File: src/rtl/cla_arb_pkg.sv
// Shared types and constants for the round-robin controller around the external CLA adder/subtractor.
package cla_arb_pkg;

    localparam int W_DEFAULT = 15;
    localparam int CNT_W     = 4;

    typedef enum logic [1:0] {
        IDLE = 2'd0,
        EXEC = 2'd1,
        RESP = 2'd2
    } state_t;

    localparam logic [W_DEFAULT-1:0] SAT_POS = {1'b0, {(W_DEFAULT-1){1'b1}}};
    localparam logic [W_DEFAULT-1:0] SAT_NEG = {1'b1, {(W_DEFAULT-1){1'b0}}};

    typedef struct packed {
        logic [W_DEFAULT-1:0] a;
        logic [W_DEFAULT-1:0] b;
        logic                 sub;
        logic                 id;
    } operand_t;

    // Overflow direction follows operand A's sign: A+B and A-B can only overflow away from A.
    function automatic logic [W_DEFAULT-1:0] sat_result(input logic [W_DEFAULT-1:0] s,
                                                        input logic ovf,
                                                        input logic a_sign);
        if (!ovf)
            return s;
        return a_sign ? SAT_NEG : SAT_POS;
    endfunction

endpackage

File: src/rtl/rr_arb2.sv
// Two-way round-robin arbiter: the requester that was not granted last wins a tie.
module rr_arb2 (
    input  logic       clk,
    input  logic       srst,
    input  logic [1:0] i_req,
    input  logic       i_hs,
    output logic       o_gnt_id,
    output logic       o_gnt_valid
);

    logic r_last_grant;

    always_comb begin
        o_gnt_valid = |i_req;
        case (i_req)
            2'b01:   o_gnt_id = 1'b0;
            2'b10:   o_gnt_id = 1'b1;
            2'b11:   o_gnt_id = ~r_last_grant;
            default: o_gnt_id = 1'b0;
        endcase
    end

    // Reset value 1 lets requester 0 win the first tie.
    always_ff @(posedge clk) begin
        if (srst)
            r_last_grant <= 1'b1;
        else if (i_hs)
            r_last_grant <= o_gnt_id;
    end

endmodule

File: src/rtl/cla_addsub_arbiter.sv
// Time-shares one external combinational CLA adder/subtractor between two valid/ready requesters.
// Optional macro CLA_ARB_SATURATE_EN clamps RSP_S on overflow; W must match the package operand width.
module cla_addsub_arbiter
    import cla_arb_pkg::*;
#(
    parameter int W             = W_DEFAULT,
    parameter int SETTLE_CYCLES = 2
) (
    input  logic         CLK,
    input  logic         RST,
    input  logic         REQ0_VALID,
    output logic         REQ0_READY,
    input  logic [W-1:0] REQ0_A,
    input  logic [W-1:0] REQ0_B,
    input  logic         REQ0_SUB,
    input  logic         REQ1_VALID,
    output logic         REQ1_READY,
    input  logic [W-1:0] REQ1_A,
    input  logic [W-1:0] REQ1_B,
    input  logic         REQ1_SUB,
    output logic [W-1:0] ADD_A,
    output logic [W-1:0] ADD_B,
    output logic         ADD_SUB,
    input  logic [W-1:0] ADD_S,
    input  logic         ADD_OVF,
    output logic         RSP_VALID,
    output logic         RSP_ID,
    output logic [W-1:0] RSP_S,
    output logic         RSP_OVF,
    output logic         BUSY
);

    state_t          r_state;
    logic [CNT_W-1:0] r_cnt;
    operand_t        r_op;
    logic            r_rsp_valid;
    logic            r_rsp_id;
    logic [W-1:0]    r_rsp_s;
    logic            r_rsp_ovf;
    logic            r_busy;

    logic            w_gnt_id;
    logic            w_gnt_valid;
    logic            w_hs;
    logic [W-1:0]    w_rsp_s;

    rr_arb2 u_rr_arb2 (
        .clk         (CLK),
        .srst        (RST),
        .i_req       ({REQ1_VALID, REQ0_VALID}),
        .i_hs        (w_hs),
        .o_gnt_id    (w_gnt_id),
        .o_gnt_valid (w_gnt_valid)
    );

    // Handshake is suppressed while reset is asserted so READY stays low with the other outputs.
    assign w_hs       = (r_state == IDLE) && w_gnt_valid && !RST;
    assign REQ0_READY = w_hs && !w_gnt_id;
    assign REQ1_READY = w_hs &&  w_gnt_id;

`ifdef CLA_ARB_SATURATE_EN
    assign w_rsp_s = sat_result(ADD_S, ADD_OVF, r_op.a[W-1]);
`else
    assign w_rsp_s = ADD_S;
`endif

    always_ff @(posedge CLK) begin
        if (RST) begin
            r_state     <= IDLE;
            r_cnt       <= '0;
            r_op        <= '0;
            r_rsp_valid <= 1'b0;
            r_rsp_id    <= 1'b0;
            r_rsp_s     <= '0;
            r_rsp_ovf   <= 1'b0;
            r_busy      <= 1'b0;
        end else begin
            case (r_state)
                IDLE: begin
                    r_rsp_valid <= 1'b0;
                    if (w_hs) begin
                        r_op <= '{a:   w_gnt_id ? REQ1_A   : REQ0_A,
                                  b:   w_gnt_id ? REQ1_B   : REQ0_B,
                                  sub: w_gnt_id ? REQ1_SUB : REQ0_SUB,
                                  id:  w_gnt_id};
                        r_cnt   <= CNT_W'(SETTLE_CYCLES - 1);
                        r_busy  <= 1'b1;
                        r_state <= EXEC;
                    end
                end
                EXEC: begin
                    // Adder inputs have been stable for SETTLE_CYCLES once the counter reaches zero.
                    if (r_cnt == '0) begin
                        r_rsp_s     <= w_rsp_s;
                        r_rsp_ovf   <= ADD_OVF;
                        r_rsp_id    <= r_op.id;
                        r_rsp_valid <= 1'b1;
                        r_state     <= RESP;
                    end else begin
                        r_cnt <= r_cnt - 1'b1;
                    end
                end
                RESP: begin
                    r_rsp_valid <= 1'b0;
                    r_busy      <= 1'b0;
                    r_state     <= IDLE;
                end
                default: r_state <= IDLE;
            endcase
        end
    end

    assign ADD_A     = r_op.a;
    assign ADD_B     = r_op.b;
    assign ADD_SUB   = r_op.sub;
    assign RSP_VALID = r_rsp_valid;
    assign RSP_ID    = r_rsp_id;
    assign RSP_S     = r_rsp_s;
    assign RSP_OVF   = r_rsp_ovf;
    assign BUSY      = r_busy;

endmodule

File: config.mk
export PLATFORM = sky130hd
export DESIGN_NAME = cla_addsub_arbiter
export DESIGN_NICKNAME = d
export VERILOG_FILES = /design/src/rtl/cla_arb_pkg.sv /design/src/rtl/rr_arb2.sv /design/src/rtl/cla_addsub_arbiter.sv
export SDC_FILE = /design/constraint.sdc
export NUM_CORES = 1
export LEC_CHECK = 0
export BUFFER_PORTS_ARGS = -buffer_cell sky130_fd_sc_hd__buf_2
export CORE_ASPECT_RATIO = 0.75
export CORE_MARGIN = 5
export CORE_UTILIZATION = 25
export CTS_CLUSTER_DIAMETER = 100
export DETAILED_ROUTE_END_ITERATION = 7
export GPL_TIMING_DRIVEN = 0
export PLACE_DENSITY = 0.6
export SLEW_MARGIN = 30
export SYNTH_ARGS = -nofsm -noshare
export SYNTH_HDL_FRONTEND = slang
export SYNTH_SLANG_ARGS = --single-unit
File: constraint.sdc
create_clock -name CLK -period 1.5 [get_ports CLK]
set_input_delay 0 -clock CLK [delete_from_list [all_inputs] [get_ports CLK]]
set_output_delay 0 -clock CLK [all_outputs]
set_load 0.02 [all_outputs]
==> metrics.txt, run 1 <==
status=finished, violations left; failing checks=setup timing; largest net degree at the start of global routing=11; clock root cell=clkbuf_16; pwr dens=1070 nW/um^2; met2 routed WL=4.67 mm; Placeable Area=10200 um^2; global-route wire length before repair=15.2 mm; Final ANT Viol Nets=0; DP HPWL=just over 6 mm; IO Port Bufs=around 130; max cap viols=0; 1st-iter DRT viols=129; DRT met1 WL=a little under 4 mm; min Tclk post-route=1.50 ns; CP Class=reg2reg; routed length on met3=579 um; Slew @ Worst Pin=0.504 ns; Vias=just under 3000; Clock Latency Late Sink=0.32 ns; # rows=32; Critical Path RT=roughly 1.7 ns; Largest stage delay, worst path=0.36 ns; DRC=0; DIE AREA=12600 um^2; Final Hold Vio Count=0; CP max-delay cell=or3b_1; Synth Register Bits=58; RePlAce Congestion=0.722; fin crit share=100%; DIE WIDTH=between 100 and 150 um; Seq/Total Area, Yosys=44.4%; area grow syn2layout=76.4%; final core utilization=45.0%; Sequential Area=1170 um^2; Mean Syn Cell Area=9.41 um^2; placed instance count=between 500 and 600; CP cell instances=inv_2, ha_4, or3b_1, buf_6, buf_12, o21ai_1, a21oi_1; share of cells above drive strength 1=between 40% and 50%; Worst VDD drop=0.572 mV; Post-Syn Instances=about 280; Worst-path clk slew=roughly 0.050 ns; Post-Syn Area=between 2000 and 3000 um^2; Final nets=577; DRT Pass-1 Iters=4; Clock Path Buffers=2; crit-path leading delay family=buffers and inverters; Final Instance Count excl. Fillers=635; final worst slack=-0.00461 ns; num ports=134; CP bufs+invs=3; # H-tree levels=3; TritonCTS Buffers=9; YS warnings=0; Rel. slew slack=66.4%; asr flop ratio synth=0%; RSZ-0062 raised after global routing=yes; WL/cell=14.7 um; Routed WL=9.33 mm; endpoint class of the critical path=flop; total global-route track usage=between 10% and 20%; setup violators final=3; Clock Skews=about 0.0074 ns; clk sink count=58; gr ovfl total=0; worst hold path type=in2reg; CTS tree=yes; crit path max fanout=10; Synthesized Nets=361; CP startpoint kind=flop; initial core utilization=25.5%; fill count=999; Die Y-Extent=98.6 um; vias in the first global route=3060; Top Metal Used=met4; Max Slew Vio Count=0; EDFF count, synth=0; Main synth FF type=dfxtp_1; Fin Setup TNS=-0.00759 ns; initial antenna violation count=1; via/cell ratio=4.66; area of the multi-input gates=1150 um^2; Leak=2.21 nW; count of cell types in the netlist=42; Fmax=665 MHz; worst path arrival time=1.69 ns
power breakdown:
| group | internal (W) | leakage [nW] | switching, W |
|---|---|---|---|
| Sequential | 0.00168 | 0.478 | 0.0000818 |
| Clock | 0.00128 | 0.147 | 0.000681 |
| Combinational | 0.000618 | 1.59 | 0.000582 |
metal layers:
| metal | global-route usage (%) | vias to the layer above |
|---|---|---|
| met3 | 4.50 | 14 |
| met2 | 26.0 | 87 |
| met1 | 17.2 | 1401 |
| met5 | 0 | - |
| li1 | - | 1454 |
| met4 | 6.28 | 0 |
cell usage in the layout (no fill, tap or decap), drive strengths merged, types with 4 or more instances in the layout:
cell | synthesis | routed
a31oi | 6 | 6
a221o | 27 | 27
buf | 42 | 180
a21oi | 21 | 21
o21ai | 21 | 21
nor2 | 4 | 4
and3 | 28 | 28
dlygate4sd3 | 0 | 70
nand3 | 23 | 23
clkbuf | 13 | 23
dfxtp | 58 | 58
nand4 | 4 | 4
cell usage after synthesis (2+ instances only):
cell type,count,area (um^2)
dfxtp_1,58,1160
buf_4,31,233
a221o_1,27,270
and3_1,27,169
nand3_1,23,115
a21oi_1,20,100
o21ai_0,13,65.1
clkbuf_1,11,41.3
o21ai_1,8,40.0
a31oi_1,6,37.5
buf_2,6,30.0
buf_6,5,56.3
nand4_1,4,25.0
nor2_1,4,15.0
inv_1,3,11.3
nand2_1,3,11.3
clkbuf_2,2,10.0
nand2b_1,2,12.5
o311ai_0,2,17.5
flip-flops by register name, indices dropped and copies added, names as in the netlist:
name,cells
u_rr_arb2.r_last_grant,1
ADD_B,15
BUSY,1
r_state,2
RSP_S,15
r_op,1
RSP_ID,1
r_cnt,4
ADD_A,15
RSP_OVF,1
RSP_VALID,1
ADD_SUB,1
cells by family (layout without fill, tap and decap cells):
family | Yosys count | after routing | share of synthesized area, %
buf+inv | 58 | 278 | 14.6
compound gates | 83 | 83 | 23.0
fa+ha+maj | 1 | 1 | 0.478
simple gates | 78 | 78 | 17.6
other cells | 0 | 1 | 0
flops | 58 | 58 | 44.4
layout make-up:
| type | instances | share of cell area [%] |
|---|---|---|
| inverter | 3 | 0.244 |
| multi-input combinational | 162 | 25.0 |
| buffer | 53 | 8.92 |
| tap | 136 | 3.69 |
| clock inverter | 2 | 0.217 |
| clock buffer | 13 | 6.07 |
| antenna | 1 | 0.0542 |
| timing repair buffer | 207 | 30.5 |
| sequential | 58 | 25.3 |
repair_timing:
item                                    CTS  global route
endpoints found under the hold margin    47             0
hold buffers                             70             0
setup buffers                             3             2
resized for setup                        29            26
pin swaps                                 1             6
endpoints found under the setup margin   41            29
tightest hold or removal path, cell delays in order:
cell     delay [ns]
buf_2          0.07
and3_1         0.13
a221o_1        0.10
through the flow:
stage	hold slack (ns)	cell area [um^2]	total power, W	setup slack [ns]
floorplan	0.139	2620	0.00239	0.000808
global placement	0.222	3450	0.00273	-0.124
detailed placement	0.228	3450	0.00274	-0.173
CTS	0.00259	4540	0.00494	0.00170
global route	0.00492	4610	0.00515	-0.0667
finish	0.00979	4610	0.00492	-0.00461
final timing paths:
path         slack, ns  cells after the start       start   endpoint
max             -0.005                      7    r_cnt[0]   RSP_S[2]
min               0.01                      3  REQ1_B[14]  ADD_B[14]
min reg2reg       0.47                      2   RSP_VALID  RSP_VALID
max reg2reg     -0.005                      7    r_cnt[0]   RSP_S[2]
Power figures use the tool's default switching activity.
==> inputs of run 2 (changes only) <==
CORE_UTILIZATION = 41   (was 25)
PLACE_DENSITY = 0.85   (was 0.6)
==> run 2 against run 1 <==
Effect of this change:
- the flow still finishes with violations (setup timing)
- setup slack got worse by 0.069 ns
- register-to-register slack lost 0.07 ns
- clock skew rose by 0.0042 ns
- global-route usage grew 10 points
- first-iteration DRC count grew 64%
- non-clock buffer count up 11
- combinational power increased by 10%
- critical endpoint is now RSP_S[9]
- maximum frequency is 4.4% lower
- via count grew 9.1%
- clock power decreased by 16%
- critical path depth is 1 lower
- highest routed layer unchanged
==> metrics.txt, run 2 (synthesis results as in run 1) <==
status=finished, violations left; failing checks=setup timing; setup violators final=16; CP startpoint kind=flop; worst hold path type=in2reg; DP HPWL=roughly 5.7 mm; Die Y-Extent=79.2 um; Max Slew Vio Count=0; worst path arrival time=around 1.8 ns; Vias=3226; Leak=between 2 and 2.5 nW; Setup Slack @ Placement=-0.137 ns; area grow syn2layout=78.0%; largest net degree at the start of global routing=12; DIE WIDTH=102 um; Fin Setup TNS=-0.764 ns; Worst-path clk slew=0.07 ns; via/cell ratio=5.46; final core utilization=74.5%; Clock Path Buffers=2; Rel. slew slack=63.0%; most common cell after layout, fill and taps aside=buf_2; Final ANT Viol Nets=0; Pint=0.00332 W; Critical Path RT=1.71 ns; vias in the first global route=3285; endpoint class of the critical path=flop; NetSw=around 0.0014 W; DRC=0; Fmax=635 MHz; Comb pwr share=27.8%; CTS tree=yes; initial core utilization=a little over two fifths; total global-route track usage=approximately a quarter; Clk pwr share=a little over a third; crit-path leading delay family=simple AND/OR/NAND/NOR gates; Slew @ Worst Pin=0.556 ns; most frequent cells in the layout=134 x buf_2, 76 x dlygate4sd3_1, 53 x dfxtp_1; hold slack final=roughly 0.017 ns; CP bufs+invs=2; share of cells above drive strength 1=a little under half; CP Class=reg2reg; initial antenna violation count=0; Routed WL=10.8 mm; WL/cell=18.2 um; Net Sw Frac=around 30%; clock root cell=clkbuf_8; Clock Skews=0.0116 ns; fin crit share=105%; 1st-iter DRT viols=212; # rows=25; CP max-delay cell=or3b_4; sequential share of power=a little under two fifths; clk sink count=58; Final Hold Vio Count=0; max cap viols=0; RePlAce Congestion=roughly 0.84; Worst VDD drop=0.560 mV; CP cell instances=inv_2, ha_4, or3b_4, buf_2, o21ai_0, a21oi_1; IO Port Bufs=approximately 130; # H-tree levels=3; global-route wire length before repair=15.7 mm; gr ovfl total=0; Placeable Area=about 6300 um^2; final worst slack=-0.0738 ns; num ports=between 100 and 150; Final nets=around 590; DIE AREA=approximately 8100 um^2; pwr dens=slightly above 1000 nW/um^2; n_diodes=0; Largest stage delay, worst path=0.39 ns; TritonCTS Buffers=9; RSZ-0062 raised after global routing=yes; min Tclk post-route=1.57 ns; DRT Pass-1 Iters=8; crit path max fanout=4; Clock Latency Late Sink=0.35 ns
-- run 2: power by group through the flow --
stage | Sequential (W) | Clock, W | Combinational, W
2_1_floorplan | 0.00180 | 0 | 0.000594
3_3_place_gp | 0.00177 | 0 | 0.000929
3_5_place_dp | 0.00178 | 0 | 0.000948
4_1_cts | 0.00175 | 0.00165 | 0.00117
5_1_grt | 0.00177 | 0.00174 | 0.00139
6_report | 0.00177 | 0.00165 | 0.00132
-- run 2: final cells by class --
class,count,area (um^2)
Timing Repair Buffer,218,1520
Buffer,53,424
Clock buffer,10,138
Tap cell,81,101
Inverter,3,11.3
Fill cell,433,1600
Clock inverter,6,90.1
Sequential cell,58,1170
Multi-Input combinational cell,162,1200
-- run 2: timing repair --
action | CTS | global route
cloned | 1 | 1
resized for setup | 31 | 39
pin swaps | 2 | 18
hold endpoints to repair | 47 | 0
hold buffers | 76 | 0
endpoints found under the setup margin | 24 | 40
setup buffers | 2 | 6
-- run 2: stage by stage --
step	instance area (um^2)	total power [W]	instances
6_report	4660	0.00473	591
5_1_grt	4660	0.00491	591
4_1_cts	4480	0.00457	586
3_5_place_dp	3380	0.00273	491
3_3_place_gp	3380	0.00270	491
2_1_floorplan	2620	0.00239	278
-- run 2: path summary, 6_finish.rpt --
check,startpoint,endpoint,slack [ns],cells past startpoint
worst min register to register,RSP_OVF,RSP_OVF,0.46,2
worst max-delay path,r_cnt[1],RSP_S[9],-0.07,6
worst max register to register,r_cnt[1],RSP_S[9],-0.07,6
worst min-delay path,REQ1_A[12],ADD_A[12],0.02,3
-- run 2: metal layers --
| layer | GRT usage (%) | vias to the layer above | routed length [um] |
|---|---|---|---|
| met5 | 0 | - | 0 |
| met4 | 12.3 | 0 | 379 |
| met3 | 5.97 | 45 | 755 |
| met2 | 46.4 | 194 | 5840 |
| met1 | 26.8 | 1515 | 3790 |
| li1 | - | 1472 | - |
-- run 2: worst reg2reg max path: stages, from the launching register on --
cell     delay, ns
dfxtp_2       0.34
inv_2         0.07
ha_4          0.13
or3b_4        0.39
buf_2         0.16
o21ai_0       0.25
a21oi_1       0.11
==> inputs of run 3 (changes only) <==
CORE_MARGIN = default   (was 5)
RECOVER_POWER = 100   (was default)
==> run 3 against run 2 <==
Effect of this change:
- the run still ends with setup timing left
- die area is 17% lower
- clock power is 22% lower
- first-iteration DRC count is 65% higher
- clock skew is 0.0063 ns lower
- setup slack worse by 0.0049 ns
- largest cell class unchanged
==> metrics.txt, run 3 (synthesis results as in run 1) <==
CP Class=reg2reg; grt peak-use layer=met2; Final Hold Vio Count=0; 1st-iter DRT viols=350; TritonCTS Buffers=9; Setup Slack @ Placement=-0.159 ns; Leak=1.99 nW; setup violators final=13; WL/cell=17.5 um; global-route wire length before repair=15.3 mm; CP startpoint kind=flop; worst path arrival time=1.78 ns; Final Instance Count excl. Fillers=583; endpoint class of the critical path=flop; met1 Usage GRT=34.0%; vias in the first global route=3144; share of cells above drive strength 1=35.0%; Fmax=about 630 MHz; Slew @ Worst Pin=0.531 ns; total global-route track usage=between 30% and 40%; pwr dens=between 900 and 1000 nW/um^2; failing checks=setup timing; Clock Path Buffers=2; clock root cell=clkbuf_8; initial antenna violation count=0; Vias=3145; Placeable Area=between 5000 and 6000 um^2; Routed WL=10.2 mm; placed instance count=488; RSZ-0062 raised after global routing=yes; CTS tree=yes; Clock Skews=approximately 0.0053 ns; crit path max fanout=6; met3 Use GR=under 10%; n_diodes=0; IO Port Bufs=132; DIE AREA=~6700 um^2; Placement Cell Area=3380 um^2; Final Instance Area=about 4500 um^2; met2 usage=52.1%; DRC=0; min Tclk post-route=1.58 ns; gr ovfl total=0; Die Y-Extent=71.2 um; Max Slew Vio Count=0; clk sink count=between 50 and 60; fill count=422; Worst VDD drop=0.635 mV; RePlAce Congestion=0.760; most frequent cells in the layout=83 x buf_2, 76 x dlygate4sd3_1, 57 x clkbuf_1; Final ANT Viol Nets=0; worst hold path type=in2reg; largest net degree at the start of global routing=11; DIE WIDTH=94.2 um; fin crit share=105%; DRT Pass-1 Iters=5; DP HPWL=around 5.2 mm; Critical Path RT=1.70 ns; Rel. slew slack=roughly 65%; area of the multi-input gates=1170 um^2; max cap viols=0; # H-tree levels=3; Sequential Area=between 1000 and 1500 um^2; status=finished, violations left; final worst slack=-0.0787 ns; initial core utilization=43.8%; most common cell after layout, fill and taps aside=buf_2; Worst-path clk slew=0.07 ns; num ports=134; Clock Latency Late Sink=0.34 ns; via/cell ratio=5.39; Final nets=approximately 600; # rows=24; area grow syn2layout=70.2%; Power Total=approximately 0.0043 W
[run 3: cell count changes in the layout (fill, tap and decap cells not counted), sizes merged]
cell	change
buf	-57
clkinvlp	-4
clkinv	+3
bufinv	-2
clkbuf	+55
[run 3: final timing paths]
path         slack (ns)  cells past startpoint        end       start
max               -0.08                      7  RSP_S[13]    r_cnt[0]
min                0.03                      3  ADD_B[12]  REQ1_B[12]
min reg2reg        0.46                      2   RSP_S[3]    RSP_S[3]
max reg2reg       -0.08                      7  RSP_S[13]    r_cnt[0]
[run 3: per-layer routing]
layer | vias to the layer above | wire length [um]
li1 | 1458 | -
met1 | 1489 | 4080
met2 | 169 | 5180
met3 | 29 | 651
met4 | 0 | 274
met5 | - | 0
[run 3: critical path: stages, from the launching register on]
cell	delay (ns)
dfxtp_2	0.32
inv_2	0.07
ha_4	0.14
or3b_4	0.39
buf_8	0.15
clkbuf_16	0.16
o21ai_2	0.12
a21oi_1	0.08
[run 3: final cells by class]
| type | instances | share of cell area, % |
|---|---|---|
| Buffer | 54 | 9.41 |
| Clock buffer | 12 | 3.48 |
| Clock inverter | 3 | 0.337 |
| Inverter | 3 | 0.253 |
| Multi-Input combinational cell | 162 | 26.2 |
| Sequential cell | 58 | 26.2 |
| Tap cell | 78 | 2.19 |
| Timing Repair Buffer | 213 | 31.9 |
[run 3: report_power, final]
part           internal, W  switching, W  total (W)
Combinational     0.000620      0.000631    0.00125
Sequential         0.00167     0.0000929    0.00177
Clock             0.000672      0.000613    0.00129
Total              0.00297       0.00134    0.00430
[run 3: what timing repair did]
action,in CTS,in global routing
pin swaps,2,13
hold buffers,76,0
resized for setup,28,31
buffers inserted,2,1
hold endpoints to repair,47,0
setup endpoints to repair,27,31
gates cloned,1,1
[run 3: metrics by stage]
| step | util, % | hold slack, ns | setup TNS (ns) |
|---|---|---|---|
| after CTS | 73.7 | 0.00288 | -0.0468 |
| after global placement | 56.5 | 0.223 | -1.26 |
| final | 74.5 | 0.0272 | -0.512 |
| after detailed placement | 56.5 | 0.227 | -2.16 |
| after floorplan | - | 0.139 | 0 |
| after global routing | 74.5 | 0.0174 | -1.21 |
